### src/rtl/mac_pe_os_if.sv
// Result/operand bundle for the output-stationary MAC processing element.
// The controller holds the master end; the PE holds the slave end.
interface mac_pe_os_if #(
    parameter int IN_W  = 8,
    parameter int ACC_W = 32,
    parameter int K_W   = 16
);
    logic                    start;
    logic [K_W-1:0]          cfg_k;
    logic                    process;
    logic signed [IN_W-1:0]  in_a;
    logic signed [IN_W-1:0]  in_b;
    logic signed [IN_W-1:0]  out_a;
    logic signed [IN_W-1:0]  out_b;
    logic signed [ACC_W-1:0] acc_out;
    logic                    busy;
    logic                    res_valid;
    logic                    res_ready;
    logic signed [ACC_W-1:0] res_data;
    logic                    ovf;

    modport master (
        output start, cfg_k, process, in_a, in_b, res_ready,
        input  out_a, out_b, acc_out, busy, res_valid, res_data, ovf
    );

    modport slave (
        input  start, cfg_k, process, in_a, in_b, res_ready,
        output out_a, out_b, acc_out, busy, res_valid, res_data, ovf
    );
endinterface

### src/rtl/mac_pe_os.sv
// Output-stationary signed MAC PE with start/done FSM and valid/ready result.
// Define PE_SAT_EN to saturate the accumulator on overflow instead of wrapping.
module mac_pe_os #(
    parameter int IN_W  = 8,
    parameter int ACC_W = 32,
    parameter int K_W   = 16
) (
    input logic         clk,
    input logic         rst,
    mac_pe_os_if.slave  pe
);
    typedef enum logic [1:0] {IDLE, ACCUM, DONE} state_t;

    localparam logic signed [ACC_W-1:0] ACC_MAX = {1'b0, {(ACC_W-1){1'b1}}};
    localparam logic signed [ACC_W-1:0] ACC_MIN = {1'b1, {(ACC_W-1){1'b0}}};

    state_t                  state;
    logic [K_W-1:0]          k_cnt;
    logic signed [ACC_W-1:0] acc;
    logic signed [2*IN_W-1:0] p2;
    logic signed [ACC_W-1:0] prod;
    logic signed [ACC_W-1:0] sum;
    logic signed [ACC_W-1:0] nxt;
    logic                    ov;
    logic                    go;

    assign p2   = (2*IN_W)'(pe.in_a) * (2*IN_W)'(pe.in_b);
    assign prod = ACC_W'(p2);
    assign sum  = acc + prod;
    assign ov   = (acc[ACC_W-1] == prod[ACC_W-1]) &&
                  (sum[ACC_W-1] != acc[ACC_W-1]);

`ifdef PE_SAT_EN
    assign nxt = ov ? (prod[ACC_W-1] ? ACC_MIN : ACC_MAX) : sum;
`else
    assign nxt = sum;
`endif

    // A tile may launch from IDLE, or straight out of DONE once the result is taken.
    assign go = pe.start &&
                ((state == IDLE) || ((state == DONE) && pe.res_ready));

    assign pe.acc_out = acc;

    always_ff @(posedge clk or posedge rst) begin
        if (rst) begin
            state        <= IDLE;
            k_cnt        <= '0;
            acc          <= '0;
            pe.out_a     <= '0;
            pe.out_b     <= '0;
            pe.res_data  <= '0;
            pe.busy      <= 1'b0;
            pe.res_valid <= 1'b0;
            pe.ovf       <= 1'b0;
        end else begin
            if (pe.process) begin
                pe.out_a <= pe.in_a;
                pe.out_b <= pe.in_b;
            end
            if (go) begin
                acc    <= '0;
                pe.ovf <= 1'b0;
                if (pe.cfg_k == '0) begin
                    state        <= DONE;
                    pe.busy      <= 1'b0;
                    pe.res_valid <= 1'b1;
                    pe.res_data  <= '0;
                end else begin
                    state        <= ACCUM;
                    k_cnt        <= pe.cfg_k;
                    pe.busy      <= 1'b1;
                    pe.res_valid <= 1'b0;
                end
            end else begin
                unique case (state)
                    ACCUM: begin
                        if (pe.process) begin
                            acc   <= nxt;
                            k_cnt <= k_cnt - 1'b1;
                            if (ov)
                                pe.ovf <= 1'b1;
                            if (k_cnt == K_W'(1)) begin
                                state        <= DONE;
                                pe.busy      <= 1'b0;
                                pe.res_valid <= 1'b1;
                                pe.res_data  <= nxt;
                            end
                        end
                    end
                    DONE: begin
                        if (pe.res_ready) begin
                            state        <= IDLE;
                            pe.res_valid <= 1'b0;
                        end
                    end
                    default: ;
                endcase
            end
        end
    end
endmodule
### src/flat_wrapper.sv
// flat-port wrapper written by rule: the top's interface ports become plain ports
module mac_pe_os_flat 
#(
    parameter int IN_W  = 8,
    parameter int ACC_W = 32,
    parameter int K_W   = 16
)
  (clk, rst, pe_start, pe_cfg_k, pe_process, pe_in_a, pe_in_b, pe_res_ready, pe_out_a, pe_out_b, pe_acc_out, pe_busy, pe_res_valid, pe_res_data, pe_ovf);
  mac_pe_os_if #(.IN_W(IN_W), .ACC_W(ACC_W), .K_W(K_W)) pe_i ();
  input logic clk;
  input logic rst;
  input wire logic [$bits(pe_i.start)-1:0] pe_start;
  input wire logic [$bits(pe_i.cfg_k)-1:0] pe_cfg_k;
  input wire logic [$bits(pe_i.process)-1:0] pe_process;
  input wire logic [$bits(pe_i.in_a)-1:0] pe_in_a;
  input wire logic [$bits(pe_i.in_b)-1:0] pe_in_b;
  input wire logic [$bits(pe_i.res_ready)-1:0] pe_res_ready;
  output wire logic [$bits(pe_i.out_a)-1:0] pe_out_a;
  output wire logic [$bits(pe_i.out_b)-1:0] pe_out_b;
  output wire logic [$bits(pe_i.acc_out)-1:0] pe_acc_out;
  output wire logic [$bits(pe_i.busy)-1:0] pe_busy;
  output wire logic [$bits(pe_i.res_valid)-1:0] pe_res_valid;
  output wire logic [$bits(pe_i.res_data)-1:0] pe_res_data;
  output wire logic [$bits(pe_i.ovf)-1:0] pe_ovf;
  assign pe_i.start = pe_start;
  assign pe_i.cfg_k = pe_cfg_k;
  assign pe_i.process = pe_process;
  assign pe_i.in_a = pe_in_a;
  assign pe_i.in_b = pe_in_b;
  assign pe_i.res_ready = pe_res_ready;
  assign pe_out_a = pe_i.out_a;
  assign pe_out_b = pe_i.out_b;
  assign pe_acc_out = pe_i.acc_out;
  assign pe_busy = pe_i.busy;
  assign pe_res_valid = pe_i.res_valid;
  assign pe_res_data = pe_i.res_data;
  assign pe_ovf = pe_i.ovf;
  mac_pe_os #(.IN_W(IN_W), .ACC_W(ACC_W), .K_W(K_W)) u_core (.clk(clk), .rst(rst), .pe(pe_i));
endmodule
### config.mk
export PLATFORM = sky130hd
export DESIGN_NAME = mac_pe_os_flat
export DESIGN_NICKNAME = d
export VERILOG_FILES = /design/src/rtl/mac_pe_os_if.sv /design/src/rtl/mac_pe_os.sv /design/src/flat_wrapper.sv
export SDC_FILE = /design/constraint.sdc
export NUM_CORES = 1
export LEC_CHECK = 0
export BUFFER_PORTS_ARGS = -buffer_cell sky130_fd_sc_hd__buf_2
export CAP_MARGIN = 20
export CORE_MARGIN = 1
export CORE_UTILIZATION = 55
export DETAILED_ROUTE_END_ITERATION = 7
export GPL_TIMING_DRIVEN = 0
export PLACE_DENSITY = 0.77
export SYNTH_ARGS = -nofsm -noshare
export SYNTH_HDL_FRONTEND = slang
export SYNTH_SLANG_ARGS = --single-unit
### constraint.sdc
create_clock -name clk -period 3.4 [get_ports clk]
set_input_delay 0.34 -clock clk [delete_from_list [all_inputs] [get_ports clk]]
set_output_delay 0.34 -clock clk [all_outputs]
set_load 0.05 [all_outputs]
# Word level (Yosys, flattened, before mapping)

Index checks and enable logic that the tools add are counted.

Bits in registers: 101
Output and inout port bits: 83
Word-level logic and storage cells: 72

Add/subtract/negate cells: 2
Multipliers: 1
Eq/ne operators: 10
Mux-type cells: 33
Reductions and logical operators: 17

Operators by type and width:

| operator                                                                | number |
|---|---|
| 32-bit two-way mux                                                      | 8 |
| 16-bit two-way mux                                                      | 4 |
| 32-bit by 16-bit adder with 32-bit output                               | 1 |
| 16-bit by 1-bit equality test with 1-bit output, second input constant  | 1 |
| 16-bit logical NOT                                                      | 1 |
| 8-bit by 8-bit multiplier with 16-bit output                            | 1 |
| 16-bit by 1-bit subtractor with 16-bit output, second input constant    | 1 |
| 1-bit two-way mux                                                       | 14 |
| 2-bit two-way mux                                                       | 5 |
| 3-bit AND reduction                                                     | 3 |
| 4-bit AND reduction                                                     | 2 |
| 2-bit nonzero test                                                      | 4 |
| 3-bit by 2-bit inequality test with 1-bit output, second input constant | 2 |
| 2-bit inequality test, second input constant                            | 2 |
| 2-bit one-hot mux with 2 select lines                                   | 1 |
| 1-bit logical AND                                                       | 3 |
| 3-bit by 1-bit inequality test with 1-bit output, second input constant | 1 |
| 3-bit nonzero test                                                      | 1 |
| 2-bit by 1-bit equality test with 1-bit output, second input constant   | 1 |
| 2-bit equality test, second input constant                              | 1 |
| 2-bit logical NOT                                                       | 1 |
| 1-bit one-hot mux with 2 select lines                                   | 1 |
| 2-bit AND reduction                                                     | 1 |
| 1-bit equality test                                                     | 1 |
| other kinds (2)                                                         | 2 |

# Logic depth before layout (Yosys ltp)

Gate-level depths: netlist of the first run.

Depth after elaboration: 8
Gate-level depth with buffers: 30
Depth with buffers taken out: 29

# Least setup slack after synthesis of the first run

OpenSTA, ideal clock, no wires.

Kind: input to register
Start point: in pe_in_a[7]
End point: reg u_core.pe.res_data[28]
Setup time: 122 ps
Arrival time: 6793 ps
Data required time: 3278 ps
Slack: -3515 ps
Stages: 24
Path buffers: 1
Cell sequence: clkbuf_1 nand2_1 fa_1 fa_1 inv_1 fa_1 inv_1 fa_1 inv_1 ha_1 and3_1 a21oi_1 a31oi_1 xnor2_1 ha_1 a21oi_1 o21bai_1 a21o_1 a2111o_1 a21oi_1 nor2_1 a2111oi_2 xnor2_1 a32o_1

Longest elaborated chain between the ends: 6

RTL lines:

| element                                      | RTL line           | RTL |
|---|---|---|
| start: declaration                           | flat_wrapper.sv:15 | `input wire logic [$bits(pe_i.in_a)-1:0] pe_in_a;` |
| 8-bit by 8-bit multiplier with 16-bit output | mac_pe_os.sv:27    | `assign p2 = (2*IN_W)'(pe.in_a) * (2*IN_W)'(pe.in_b);` |
| 32-bit by 16-bit adder with 32-bit output    | mac_pe_os.sv:29    | `assign sum = acc + prod;` |
| 32-bit two-way mux                           | mac_pe_os.sv:83    | `if (k_cnt == K_W'(1)) begin` |
| 32-bit two-way mux                           | mac_pe_os.sv:78    | `if (pe.process) begin` |
| 32-bit two-way mux                           | mac_pe_os.sv:76    | `unique case (state)` |
| 32-bit two-way mux                           | mac_pe_os.sv:61    | `if (go) begin` |
| end signal: assignment                       | mac_pe_os.sv:87    | `pe.res_data <= nxt;` |
| end: declaration                             | mac_pe_os_if.sv:29 | `output out_a, out_b, acc_out, busy, res_valid, res_data, ovf` |

No other way between the ends. The select of a mux whose other input is x is not followed.
A chain may end at the register's enable or synchronous reset.

# Worst setup path in the final report of the first run

Start point: in pe_in_b[3]
End point: reg u_core.acc[30] (netlist: u_core.pe.acc_out[30])

Longest elaborated chain between the ends: 5

RTL lines:

| element                                      | RTL line           | RTL |
|---|---|---|
| start: declaration                           | flat_wrapper.sv:16 | `input wire logic [$bits(pe_i.in_b)-1:0] pe_in_b;` |
| 8-bit by 8-bit multiplier with 16-bit output | mac_pe_os.sv:27    |  |
| 32-bit by 16-bit adder with 32-bit output    | mac_pe_os.sv:29    |  |
| 32-bit two-way mux                           | mac_pe_os.sv:78    |  |
| 32-bit two-way mux                           | mac_pe_os.sv:76    |  |
| 32-bit two-way mux                           | mac_pe_os.sv:61    |  |
| end signal: assignment                       | mac_pe_os.sv:79    | `acc <= nxt;` |
| end: declaration                             | mac_pe_os.sv:19    | `logic signed [ACC_W-1:0] acc;` |

No other way between the ends. The select of a mux whose other input is x is not followed.

==> results of run 1 <==
-- registers in the layout, indices dropped and copies added (netlist names), 8 cells and up --
signal and cells:
u_core.pe.res_data 32, u_core.pe.out_a 8, u_core.pe.out_b 8, u_core.pe.acc_out 32, u_core.k_cnt 16
-- through the flow --
step                hold WS, ps  instances  setup TNS, ps
floorplan                   442        925         -92580
global placement            459       1226        -206700
detailed placement          399       1227        -123490
CTS                        10.6       1274        -101340
global route               43.8       1291        -115270
finish                     3.72       1291        -105250
-- timing repair --
item	4_1_cts	5_1_grt
setup endpoints to repair	53	57
resized for setup	91	63
pin swaps	63	51
gates cloned	1	0
buffers inserted	35	21
-- cell usage in the layout (no fill, tap or decap), drive strengths merged, types with 4 or more instances in the layout --
cell type | synthesis | layout
xor2 | 14 | 14
nand2b | 4 | 4
clkbuf | 23 | 33
fa | 56 | 56
nor4 | 8 | 8
a31oi | 8 | 8
and2 | 49 | 49
a211oi | 7 | 7
or3 | 5 | 5
nor2 | 39 | 39
and3 | 7 | 7
nor2b | 8 | 8
a31o | 4 | 4
clkinv | 0 | 4
o21ai | 50 | 50
a21o | 13 | 13
nand3 | 18 | 18
a21oi | 78 | 78
inv | 110 | 111
or2 | 6 | 6
o21a | 5 | 5
nand2 | 112 | 112
mux2 | 17 | 17
xnor2 | 32 | 33
a22o | 14 | 14
o21bai | 8 | 8
o211ai | 4 | 4
buf | 8 | 173
nor3 | 20 | 20
ha | 65 | 65
dfrtp | 100 | 100
-- kinds of logic (layout without fill, tap and decap cells) --
kind of cell    after synthesis  count (layout)  synth area share, %
simple gates                285             285                 16.5
compound gates              212             212                 16.1
buf+inv                     141             322                 6.38
xor+xnor                     46              47                 4.86
fa+ha+maj                   121             121                 23.3
mux                          20              20                 2.67
flops                       100             100                 30.2
-- layout make-up --
class                           count  share of cell area, %
Multi-Input combinational cell    685                   57.1
Sequential cell                   100                   23.0
Timing Repair Buffer              167                   10.1
Inverter                          110                   3.81
Tap cell                          184                   2.11
Clock buffer                       10                   2.10
Buffer                             29                   1.19
Clock inverter                      6                  0.574
-- worst max-delay path: cells and delay by family --
kind | cells | cell delay, ps
buffers and inverters | 8 | 740
muxes | 1 | 200
adders and majority gates | 6 | 2650
and+or+nand+nor | 6 | 700
xor gates and xnor gates | 1 | 140
AOI/OAI and AO/OA | 6 | 1370
-- how the worst max path moves through the flow --
stage               startpoint                endpoint  cells after the start
finish              pe_in_b[3]   u_core.pe.acc_out[30]                     28
global route        pe_in_b[7]   u_core.pe.acc_out[31]                     25
CTS                 pe_in_a[4]   u_core.pe.acc_out[31]                     27
detailed placement  pe_in_b[7]  u_core.pe.res_data[31]                     25
global placement    pe_in_b[7]  u_core.pe.res_data[31]                     25
floorplan           pe_in_a[7]  u_core.pe.res_data[28]                     26
-- per-layer routing --
metal | GRT usage (%) | up-vias
met4 | 12.4 | 0
li1 | - | 3475
met1 | 41.1 | 3766
met3 | 4.94 | 60
met5 | 0 | -
met2 | 49.5 | 322
==> qor.yml, run 1 <==
synth_area_per_cell_um2: 8.97
crit_path_max_incr_delay_ps: 540
regToRegSetupSlack_ps: 260
cp.arrival_ps: 6160
clkTransAtPathRegs_ps: 70
cts_tree: "built"
pin_count: 120
row_count: 44
grt_pass1_wl_um: 37300
drtAntennaViolNets: 0
syn_to_final_growth_pct: 31.5
synth_area_um2: 8290
place_ws_ps: -3260
layout-drive-gt1-share_pct: 32.5
synth_top_area_cell: "dfrtp_1"
synth_area_leaders: "dfrtp_1 (30%), fa_1 (14%), ha_1 (9.8%)"
dieArea_um2: 15600
postCtsHoldBufs: 0
drt-wirelength-per-cell_um: 18.3
slew_headroom_pct: 46.8
synth.most_common_cell: "nand2_1"
overflow: 0
register_area_um2: 2500
cp-start-kind: "input port"
worstReg2RegEnd: "u_core.pe.res_data[28]"
synth_common_cells: "nand2_1 (112), inv_1 (110), dfrtp_1 (100)"
violations: "design-rule violations, negative setup slack"
portBuffers: 117
track_usage_pct: 30.6
postLayoutCoreUtil_pct: 74.5
yosys_register_bits: 100
synth_cell_type_count: 52
wirelength_um: 23600
antenna_found_initial: 0
setup_ws_ps: -2500
cts_made_buffers: 9
grt_pass1_vias: 7426
vias: 7623
antenna_cells: 0
fillers: 979
dieWidth_um: 125
finalSetupViolations: 55
wl_met3_um: 1610
cts_buffer_depth: 2
yosys.area.top_type_share_pct: 30.2
hp-class: "in2async"
placed_area_um2: 9550
drv_slew: 0
async_flop_share_pct: 100
clk_latency_ps: 370
htreeDepth: 3
start_util_pct: 56.6
worst_setup_path_end_kind: "register"
wl_met1_um: 9970
status: "complete, but fails checks"
drt_iter0_drc: 524
rr_worst_depth: 11
fin_crit_ps: 5900
final_nets: 1260
grt_max_degree: 66
clock.fmax_mhz: 169
clock_sinks: 100
worst_slew_pin_slew_ps: 798
gp_congestion: 0.914
yosysSeqAreaShare_pct: 30.2
drc: 8
critPathMaxFanout: 9
die_h_um: 125
cap_violations: 0
syn_nets: 1083
post-route-period-util_pct: 174
top_layer: "met4"
rsz0062_at_grt: "yes"
dr_wl_met2_um: 11300
fin_skew_ps: 7.32
synth_edf_count: 0
hold_viol: 0
synth-main-ff-cell: "dfrtp_1"
required_ps: 3660
core_area_um2: 14600
multi_input_area_um2: 6230
r2r_start: "u_core.pe.acc_out[0]"
finalInstanceArea_um2: 10900
yosys_warnings: 0
critPathSlowestCell: "fa_1"
first_pass_iters: 8
drt-vias-per-instance: 5.90
dp_hpwl_um: 15800
netlist_instances: 925
path_class: "in2reg"
root_buffer: "clkbuf_16"
Power of run 1 is not shown: default switching activity piles up to over one toggle a cycle in this logic, so the estimate is an artifact.
==> run 2, diff against run 1 <==
RECOVER_POWER = 25   (was unset)
clock period = 7 ns   (was 3.4 ns; I/O delays follow)
==> run 2 against run 1 <==
  * The flow finishes with violations (design-rule violations, max-capacitance violations, max-slew violations)
  * Sequential cell count unchanged
  * Utilization shrank 9.2 points
  * Worst setup slack better by 2700 ps
  * Critical path type unchanged
  * Non-clock buffer count down 44
  * Final cell count decreased by 3.5%
  * Final area shrank 12%
  * Critical endpoint is now u_core.pe.res_data[31]
==> qor.yml, run 2 (synthesis gave the netlist of run 1 again) <==
status: "complete, but fails checks"
violations: "design-rule violations, max-capacitance violations, max-slew violations"
row_count: 44
track_usage_pct: 28.0
overflow: 0
r2r_start: "u_core.pe.acc_out[0]"
clock.fmax_mhz: 148
antenna_cells: 0
drc: 14
required_ps: 7260
pin_count: 120
worst_slew_pin_slew_ps: 2790
rr_worst_depth: 11
dp.cells: 1227
fillers: 1240
fin_crit_ps: 6770
cp.arrival_ps: 7030
min_from: "u_core.pe.res_data[3]"
clkTransAtPathRegs_ps: 80
drt-wirelength-per-cell_um: 16.7
start_util_pct: 56.6
htreeDepth: 3
worstReg2RegEnd: "u_core.pe.res_data[28]"
drt-vias-per-instance: 5.75
clock_sinks: 100
wirelength_um: 20800
drt_iter0_drc: 570
crit_path_max_incr_delay_ps: 550
final_nets: 1215
cts_tree: "built"
path_delay_family: "adder cells"
instances_no_fill: 1246
syn_to_final_growth_pct: 15.2
vias: 7168
root_buffer: "clkbuf_16"
worst_setup_path_end_kind: "register"
regToRegSetupSlack_ps: 3600
layout-drive-gt1-share_pct: 17.0
dieArea_um2: 15600
whs_ps: 476
post-route-period-util_pct: 96.7
grt_pass1_vias: 6821
critPathMaxFanout: 9
dieWidth_um: 125
finalSetupViolations: 0
hp-class: "reg2reg"
hold_viol: 0
holdPathStages: 2
worst-path-buf-inv: 6
clk_latency_ps: 370
portBuffers: 117
dp_hpwl_um: 15800
die_h_um: 125
critPathSlowestCell: "fa_1"
final_common_cell: "buf_2"
drv_slew: 103
slew_headroom_pct: -86.3
cts_buffer_depth: 2
drtAntennaViolNets: 0
gp_congestion: 0.937
path_class: "in2reg"
core_area_um2: 14600
grt_max_degree: 54
first_pass_iters: 6
cp-start-kind: "input port"
fin_skew_ps: 14.7
cts_made_buffers: 9
antenna_found_initial: 0
cap_violations: 2
grt_pass1_wl_um: 34600
holdPathEnd: "u_core.pe.res_data[3]"
layout_common_cells: "buf_2 (117), nand2_1 (112), inv_1 (109), dfrtp_1 (100), a21oi_1 (74)"
run 2: worst max path at each step:
stage,from,to,slack [ps],cells past startpoint
after CTS,pe_in_a[7],u_core.pe.res_data[31],30,24
after detailed placement,pe_in_a[7],u_core.pe.res_data[31],-800,24
after global placement,pe_in_a[7],u_core.pe.res_data[31],-680,24
after global routing,pe_in_b[4],u_core.pe.res_data[31],-50,26
after floorplan,pe_in_a[7],u_core.pe.res_data[28],90,24
final,pe_in_b[4],u_core.pe.res_data[31],230,26
run 2: final cells by class:
cell class	count	area [µm²]	area share [%]
tap	184	230	2.41
inverter	110	414	4.33
timing repair buffer	123	627	6.56
multi-input combinational	684	5350	56.0
clock buffer	9	225	2.36
buffer	29	110	1.15
clock inverter	7	92.6	0.969
sequential	100	2500	26.2
run 2: what timing repair did:
| item | CTS | global route |
|---|---|---|
| hold buffers | 0 | 0 |
| pin swaps | 1 | 5 |
| endpoints found under the setup margin | 12 | 10 |
| resized for setup | 1 | 18 |
| buffers inserted | 3 | 1 |
run 2: routing by layer:
metal	GRT usage [%]	vias up	wire, µm
met5	0	-	0
met3	4.38	38	1240
met2	43.3	258	9620
met1	40.1	3488	9450
li1	-	3384	-
met4	9.22	0	503
run 2: tightest hold or removal path, cell delays in order (launching register included):
cell and delay [ps]:
dfrtp_1 350, nand2_1 50, nand2_1 50
run 2: per-stage QoR:
| step | worst slack, ps | util, % | instance area (µm²) | TNS, ps |
|---|---|---|---|---|
| after global routing | -51.2 | 65.2 | 9550 | -174 |
| after global placement | -679 | 62.3 | 9120 | -6820 |
| after floorplan | 88.4 | - | 8300 | 0 |
| after detailed placement | -795 | 62.5 | 9150 | -9250 |
| final | 234 | 65.2 | 9550 | 0 |
| after CTS | 28.6 | 64.8 | 9500 | 0 |
Power of run 2 is left out for the same reason.
==> run 3, diff against run 2 <==
SETUP_SLACK_MARGIN = 0.4   (was unset)
==> run 3 against run 2 <==
  * Largest cell class unchanged
  * Clock skew decreased by 3.0 ps
  * Final area is 3.3% higher
  * Maximum frequency rose by 3.9%
  * Sequential cell count did not move
  * First-iteration DRC count shrank 6.0%
  * Sequential share of layout area fell by 0.84 points
  * The run still ends with design-rule violations, max-capacitance violations, max-slew violations left
  * Hold slack worse by 4.6 ps
  * Utilization is 2.2 points higher
  * Final cell count increased by 0.56%
  * Highest routed layer unchanged
  * Via count rose by 0.22%
  * Non-clock buffer count rose by 7
  * Count of clock-buffer cells in the layout rose by 2
==> qor.yml, run 3 (synthesis gave the netlist of run 1 again) <==
status: "complete, but fails checks"
violations: "design-rule violations, max-capacitance violations, max-slew violations"
fin_crit_ps: 6510
hp-class: "reg2reg"
cts_buffer_depth: 2
rsz0062_at_grt: "no"
core_area_um2: 14600
place_ws_ps: -435
cts_made_buffers: 9
drt_iter0_drc: 536
post-route-period-util_pct: 93.0
final_nets: 1222
path_class: "in2reg"
antenna_cells: 0
pin_count: 120
syn_to_final_growth_pct: 19.0
drt-wirelength-per-cell_um: 16.9
finalSetupViolations: 0
crit_path_max_incr_delay_ps: 530
wirelength_um: 21200
gp_congestion: 0.944
cp-start-kind: "input port"
dieArea_um2: 15600
layout_common_cells: "nand2_1 (111), buf_2 (109), inv_1 (107), dfrtp_1 (100), a21oi_1 (71)"
track_usage_pct: 27.5
drc: 14
cp.arrival_ps: 6760
vias: 7184
clk_latency_ps: 360
drv_slew: 71
start_util_pct: 56.6
cts_tree: "built"
cap_violations: 1
postCtsHoldBufs: 0
first_pass_iters: 8
final_common_cell: "nand2_1"
hold_viol: 0
grt_pass1_wl_um: 33800
die_h_um: 125
dp_hpwl_um: 15400
drtAntennaViolNets: 0
critPathSlowestCell: "fa_1"
antenna_found_initial: 0
clock.fmax_mhz: 154
htreeDepth: 3
worst-path-buf-inv: 6
clkTransAtPathRegs_ps: 80
crit_top_cell: "fa_1"
layout-drive-gt1-share_pct: 20.4
path_delay_family: "adder cells"
grt_pass1_vias: 6753
grt_max_degree: 71
overflow: 0
drt-vias-per-instance: 5.73
postLayoutCoreUtil_pct: 67.4
portBuffers: 117
row_count: 44
root_buffer: "clkbuf_16"
slew_headroom_pct: -150
clock_sinks: 100
worst_slew_pin_slew_ps: 3750
setup_ws_ps: 490
dieWidth_um: 125
worst_setup_path_end_kind: "register"
required_ps: 7250
whs_ps: 472
fin_skew_ps: 11.7
critPathMaxFanout: 9
-- run 3: cell types whose count changed in the layout (fill, tap and decap cells not counted), sizes merged --
cell	previous run	this run
buf	129	134
bufinv	1	2
clkbuf	32	36
inv	113	110
-- run 3: what timing repair did --
item,4_1_cts,5_1_grt
buffers inserted,4,6
gates resized for setup,10,63
pin swaps,7,35
setup endpoints to repair,12,15
-- run 3: cell type report --
| cell class | instances | area [µm²] |
|---|---|---|
| buffer | 31 | 128 |
| sequential | 100 | 2500 |
| tap | 184 | 230 |
| timing repair buffer | 128 | 688 |
| clock buffer | 11 | 243 |
| fill | 1165 | 4770 |
| multi-input combinational | 684 | 5580 |
| inverter | 110 | 414 |
| clock inverter | 5 | 82.6 |
-- run 3: worst min-delay path: stages, from the launching register on --
cell	delay, ps
dfrtp_1	350
nand2_1	50
nand2_1	50
-- run 3: through the flow --
stage	cell area [µm²]	std cells	setup TNS, ps
2_1_floorplan	8360	925	0
4_1_cts	9620	1247	0
3_5_place_dp	9200	1227	-1980
3_3_place_gp	9170	1226	-1490
5_1_grt	9870	1253	0
6_report	9870	1253	0
-- run 3: layer usage --
layer  wire length (µm)  GRT usage [%]
met2              10000           43.3
met5                  0              0
met3               1250           4.90
met1               9580           38.8
met4                320           7.92
-- run 3: path summary, 6_finish.rpt --
path                                        startpoint                      to  slack (ps)  cells past startpoint
worst max register to register     u_core.pe.res_valid   u_core.pe.res_data[5]        3600                      9
max in group asynchronous                          rst  u_core.pe.res_data[14]        2240                      3
worst min-delay path            u_core.pe.res_data[30]  u_core.pe.res_data[30]         470                      2
min in group asynchronous                          rst      u_core.pe.out_a[7]         640                      2
worst min register to register  u_core.pe.res_data[30]  u_core.pe.res_data[30]         470                      2
worst max-delay path                        pe_in_b[1]  u_core.pe.res_data[31]         490                     27
Power of run 3 is left out for the same reason.
